===== src/rtl/pipe_stage_skid.sv =====
// rtl/pipe_stage_skid.sv - handshaked pipeline stage register with optional skid entry and stall counter
module pipe_stage_skid #(
    parameter int DATA_W = 32,
    parameter int CTRL_W = 16,
    parameter int SKID   = 1,
    parameter int CNT_W  = 16
) (
    input  logic              clk,
    input  logic              rst_n,
    input  logic              flush,
    input  logic              in_valid,
    output logic              in_ready,
    input  logic [DATA_W-1:0] in_data,
    input  logic [CTRL_W-1:0] in_ctrl,
    output logic              out_valid,
    input  logic              out_ready,
    output logic [DATA_W-1:0] out_data,
    output logic [CTRL_W-1:0] out_ctrl,
    output logic [CNT_W-1:0]  stall_cnt
);

    localparam logic [CNT_W-1:0] CNT_MAX = '1;

    logic              m_valid;
    logic [CTRL_W-1:0] m_ctrl;
    logic [DATA_W-1:0] m_data;
    logic              in_fire;
    logic              out_fire;

    assign in_fire   = in_valid & in_ready;
    assign out_fire  = m_valid & out_ready;
    assign out_valid = m_valid;
    assign out_data  = m_data;
    assign out_ctrl  = m_ctrl;

    generate
        if (SKID != 0) begin : g_skid
            logic              s_valid;
            logic [CTRL_W-1:0] s_ctrl;
            logic [DATA_W-1:0] s_data;
            logic              ready_q;

            // ready_q always tracks !s_valid so in_ready leaves straight from a flop
            always_ff @(posedge clk or negedge rst_n) begin
                if (!rst_n) begin
                    m_valid <= 1'b0;
                    m_ctrl  <= '0;
                    m_data  <= '0;
                    s_valid <= 1'b0;
                    s_ctrl  <= '0;
                    s_data  <= '0;
                    ready_q <= 1'b1;
                end else if (flush) begin
                    m_valid <= 1'b0;
                    m_ctrl  <= '0;
                    s_valid <= 1'b0;
                    s_ctrl  <= '0;
                    ready_q <= 1'b1;
                end else if (s_valid && out_fire) begin
                    m_valid <= 1'b1;
                    m_ctrl  <= s_ctrl;
                    m_data  <= s_data;
                    s_valid <= 1'b0;
                    s_ctrl  <= '0;
                    ready_q <= 1'b1;
                end else if (in_fire && (!m_valid || out_ready)) begin
                    m_valid <= 1'b1;
                    m_ctrl  <= in_ctrl;
                    m_data  <= in_data;
                end else if (in_fire) begin
                    s_valid <= 1'b1;
                    s_ctrl  <= in_ctrl;
                    s_data  <= in_data;
                    ready_q <= 1'b0;
                end else if (out_fire) begin
                    m_valid <= 1'b0;
                    m_ctrl  <= '0;
                end
            end

            assign in_ready = ready_q;
        end else begin : g_single
            always_ff @(posedge clk or negedge rst_n) begin
                if (!rst_n) begin
                    m_valid <= 1'b0;
                    m_ctrl  <= '0;
                    m_data  <= '0;
                end else if (flush) begin
                    m_valid <= 1'b0;
                    m_ctrl  <= '0;
                end else if (in_fire) begin
                    m_valid <= 1'b1;
                    m_ctrl  <= in_ctrl;
                    m_data  <= in_data;
                end else if (out_fire) begin
                    m_valid <= 1'b0;
                    m_ctrl  <= '0;
                end
            end

            assign in_ready = !m_valid | out_ready;
        end
    endgenerate

    // Flush deliberately leaves the counter alone; only reset clears it
    always_ff @(posedge clk or negedge rst_n) begin
        if (!rst_n) begin
            stall_cnt <= '0;
        end else if (m_valid && !out_ready && (stall_cnt != CNT_MAX)) begin
            stall_cnt <= stall_cnt + CNT_W'(1);
        end
    end

endmodule


===== config.mk =====
export PLATFORM = sky130hd
export DESIGN_NAME = pipe_stage_skid
export DESIGN_NICKNAME = d
export VERILOG_FILES = /design/src/rtl/pipe_stage_skid.sv
export SDC_FILE = /design/constraint.sdc
export NUM_CORES = 1
export LEC_CHECK = 0
export ABC_AREA = 1
export CAP_MARGIN = 20
export CORE_ASPECT_RATIO = 1.25
export CORE_MARGIN = 8
export CORE_UTILIZATION = 46
export DETAILED_ROUTE_END_ITERATION = 6
export PLACE_DENSITY = 0.74
export SLEW_MARGIN = 20
export SYNTH_ARGS = -nofsm -noshare
export SYNTH_HDL_FRONTEND = slang
export SYNTH_SLANG_ARGS = --single-unit

===== constraint.sdc =====
create_clock -name clk -period 1.4 [get_ports clk]
set_input_delay 0.14 -clock clk [delete_from_list [all_inputs] [get_ports clk]]
set_output_delay 0.14 -clock clk [all_outputs]
set_load 0.02 [all_outputs]

Word-level counts from Yosys, hierarchy flattened
Cells that the tools add are included.

$add $sub $neg: 1. Eq/ne operators: 3. Muxes and demuxes: 24. Bitwise gates (word level): 5. Reductions and logical operators: 14.

Operator list (count): $mux W16 (9); $mux W32 (2); $add A16 B1 Y16 const B (1); $ne A16 B16 Y1 const B (1); $mux W1 (13); $reduce_and A2 Y1 (3); $logic_and A1 B1 Y1 (4); $ne A4 B2 Y1 const B (1); $reduce_and A4 Y1 (1); $reduce_bool A4 Y1 (1); $ne A3 B3 Y1 const B (1); $not A1 Y1 (3); $reduce_bool A3 Y1 (1); $and A1 B1 Y1 (2); $logic_not A1 Y1 (2); $reduce_bool A2 Y1 (1); $logic_or A1 B1 Y1 (1).

Register bits after elaboration: 115. Input port bits: 53. Output and inout bits: 66. Logic and storage cells: 55.

Logic depth before layout (Yosys ltp)
Depth in word-level cells: 6. Gate-level depth with buffers: 11. Depth with buffers taken out: 9.

Worst setup path after synthesis
OpenSTA, ideal clock, no wires.

Path type: register to register. From: reg stall_cnt[0]. To: reg stall_cnt[11]. Library setup time: 0.118 ns. Arrival time: 1.527 ns. Required time: 1.282 ns. Setup slack: -0.245 ns. Cell stages (with the launch flop): 10. Path buffers: 1. Period minus slack after synthesis: 1.645 ns. Cells stage by stage: dfrtp_1 -> ha_1 -> inv_1 -> nor2_2 -> nand2_1 -> nor2_2 -> nor2_1 -> buf_6 -> nand2_1 -> o21ai_2.

Cells in the longest elaborated chain, start to end: 2. Elaborated cells on any way between the ends: 3. Classes of those cells: 1 x add/sub; 1 x eq/ne; 1 x reduce/logical.

Ends and longest elaborated chain: start: declaration (line 19) `output logic [CNT_W-1:0] stall_cnt`; start signal: assignment (line 110) `stall_cnt <= stall_cnt + CNT_W'(1);`; branches (longest 2 deep; another with $add A16 B1 Y16).

Several ways; the timed one is not identified. A chain may end at the register's enable or synchronous reset.

Worst setup path after layout
From: reg g_skid.ready_q (netlist: in_ready). To: reg g_skid.s_data[12].

Cells in the longest elaborated chain, start to end: 4.

Ends and longest elaborated chain: start: declaration (line 41) `logic ready_q;`; start signal: assignment (line 52) `ready_q <= 1'b1;`; start signal: assignment (line 58) `ready_q <= 1'b1;`; start signal: assignment (line 65) `ready_q <= 1'b1;`; $and A1 B1 Y1 * (line 30) `assign in_fire = in_valid & in_ready;`; $logic_and A1 B1 Y1 (line 66) `end else if (in_fire && (!m_valid || out_ready)) begin`; $not A1 Y1 (no source line); $reduce_and A4 Y1 (no source line) *; end signal: assignment (line 73) `s_data <= in_data;`; end: declaration (line 40) `logic [DATA_W-1:0] s_data;`.

Every way passes the cells marked *; elsewhere a longest branch is shown, timed or not.

==> out/metrics.cfg <==
[status]
status=finished, violations left
violations=negative setup slack

[floorplan]
die_x_um=113
core_um2=11600
die_area_um2=15600
initial_core_util=0.470
io_pins=119
die_h_um=138
num_rows=44

[critical_path]
crit_slowest_cell=dfstp_2
worstPathRequired_ns=1.70
reg2regPathDepth=9
path_cells=nand2_2 > inv_2 > buf_4 > nand2_4 > nand2_4 > nand2_8 > clkbuf_16 > nand2_1 > nand2_1
worstSetupStartpointType=flip-flop
arrival_ns=1.82
endpoint_kind=flip-flop
cp_max_fo=8
slowest_delay_ns=0.56
path_class=flip-flop to flip-flop
ff2ff_setup_slack_ns=-0.12

[sta]
period_needed_ns=1.52
finClkSkew_ns=0.00680
holdWs_ns=0.0750
setup_tns_ns=-5.96
maxSlewViolCount=0
period_share=1.09
fin_ws_ns=-0.124
hold_violations=0
fmax_mhz=656
max-slew-margin-rel=0.693
setup_viol=90
worst_pin_slew_ns=0.461
rsz0062_at_grt=yes

[synth]
synth-seq-area-share=0.530
syn_inst=671
yosys.cell_types.count=25
synthesis.nets=725
syn_avg_cell_area_um2=8.10
netlist_area_um2=5430
yosysWarnings=0
ys_ff_latch=115

[layout]
n_fill_cell=837
fin_cells=1002
synthToLayoutAreaGrowth_pct=54.7
regArea_um2=2890
drive_gt1_frac=0.249
diodes=0
stdcell_area_um2=8400
fin_nets=905
multiInputGateArea_um2=2420
final_common_cell=nand2_1
layout_common_cells=nand2_1, dfrtp_1, inv_1

[detailed_routing]
drcViolationCount=0
wl_um=18000
vias_per_cell=5.45
via_count=5465
wire_per_inst_um=18.0
first_pass_iters=7
ant_nets=0
drt_iter0_drc=377

[placement]
place_ws_ns=-0.227
hpwl_um=10200
placed_cell_area_um2=7070
place_inst=938
gp_congestion=0.834
port_buffers=118

[cts]
clock_sinks=115
cts_tree=built
path_clk_slew_ns=0.05
h-tree-depth=4
clock_latency_ns=0.41
clockBufferDepth=2
root_buffer=clkbuf_16
numCtsBuffers=17

[hold_path]
hold_class=primary input to async pin

[grt]
grt.overflow.total=0
grt_max_degree=54
grt_pass1_wl_um=26900
antenna_found_initial=0
grt_pass1_vias=5644
grtUsageTotal=0.220

[power_and_ir_drop]
ir_drop_mv=0.877
power_leakage_nw=4.40
power.density_nw_per_um2=1370

[flow_run]
max-cap-violations=0

per-layer routing:
metal	global-route usage	routed length (µm)	vias to the layer above
met1	0.233	6860	2676
met2	0.395	9580	209
met3	0.0535	1010	49
li1	-	-	2531
met4	0.123	585	0
met5	0	0	-
registers in the layout, indices dropped and copies added, names as in the netlist:
register / count
g_skid.s_data: 32
out_valid: 1
out_ctrl: 16
in_ready: 1
g_skid.s_ctrl: 16
g_skid.s_valid: 1
out_data: 32
stall_cnt: 16
synthesized netlist by cell type:
master	n	share of area
a21oi_1	2	0.0018
buf_2	15	0.014
buf_4	4	0.0055
buf_6	5	0.010
clkbuf_1	11	0.0076
dfrtp_1	114	0.53
dfstp_2	1	0.0048
ha_1	1	0.0023
inv_1	63	0.044
inv_2	6	0.0041
nand2_1	245	0.17
nand2_2	7	0.0081
nand2_4	2	0.0041
nand3_1	55	0.051
nand3b_1	2	0.0028
nand4_1	7	0.0081
nor2_1	21	0.015
nor2_2	2	0.0023
nor3_4	1	0.0030
o211ai_1	32	0.044
o21ai_0	62	0.057
o21ai_1	6	0.0055
o21ai_2	3	0.0048
xnor2_1	1	0.0016
xor2_1	3	0.0048
where the power goes:
| part | internal (W) | switching (W) | total, W | leakage (nW) |
|---|---|---|---|---|
| clock | 0.00306 | 0.00155 | 0.00461 | 0.300 |
| sequential | 0.00381 | 0.000367 | 0.00418 | 1.45 |
| combinational | 0.00118 | 0.00152 | 0.00270 | 2.64 |
worst paths after layout:
kind,startpoint,end
min,rst_n,out_ctrl[13]$_DFFE_PN0P_
min in group clk,in_ctrl[13],g_skid.s_ctrl[13]$_DFFE_PN0P_
max reg2reg,in_ready$_DFFE_PN1P_,g_skid.s_data[12]$_DFFE_PN0P_
max,in_ready$_DFFE_PN1P_,g_skid.s_data[12]$_DFFE_PN0P_
max in group asynchronous,rst_n,in_ready$_DFFE_PN1P_
min reg2reg,g_skid.s_data[23]$_DFFE_PN0P_,g_skid.s_data[23]$_DFFE_PN0P_
repair_timing:
item / 4_1_cts / 5_1_grt
hold endpoints to repair: 114 / 0
setup buffers: 11 / 10
gates resized for setup: 161 / 83
pin swaps: 9 / 26
hold buffers: 1 / 0
gates cloned: 8 / 7
endpoints found under the setup margin: 171 / 121
per-stage QoR:
stage	total power, W	utilization
floorplan	0.00533	-
global placement	0.00651	0.611
detailed placement	0.00659	0.611
CTS	0.0113	0.704
global route	0.0120	0.727
finish	0.0115	0.727
final cells by class:
type / count / area share
inverters: 69 / 0.0348
flip-flops and latches: 115 / 0.343
clock buffers: 22 / 0.0552
multi-input cells: 452 / 0.288
well taps: 138 / 0.0205
repair inverters: 3 / 0.00625
repair buffers: 193 / 0.233
clock inverters: 10 / 0.0185
critical path, delay by kind of cell (launching register included):
| kind | cells | cell delay (ns) |
|---|---|---|
| buffers and inverters | 3 | 0.39 |
| DFF | 1 | 0.56 |
| and+or+nand+nor | 6 | 0.46 |
cells by family (layout without fill, tap and decap cells):
logic type,after synthesis,after routing,synth area share
flip-flops,115,115,0.530
AND/OR/NAND/NOR,342,342,0.263
XOR/XNOR,4,4,0.00645
buffers and inverters,104,297,0.0850
adder cells (fa/ha/maj),1,1,0.00230
AO/OA/AOI/OAI,105,105,0.114
(Power assumes the default switching activity.)
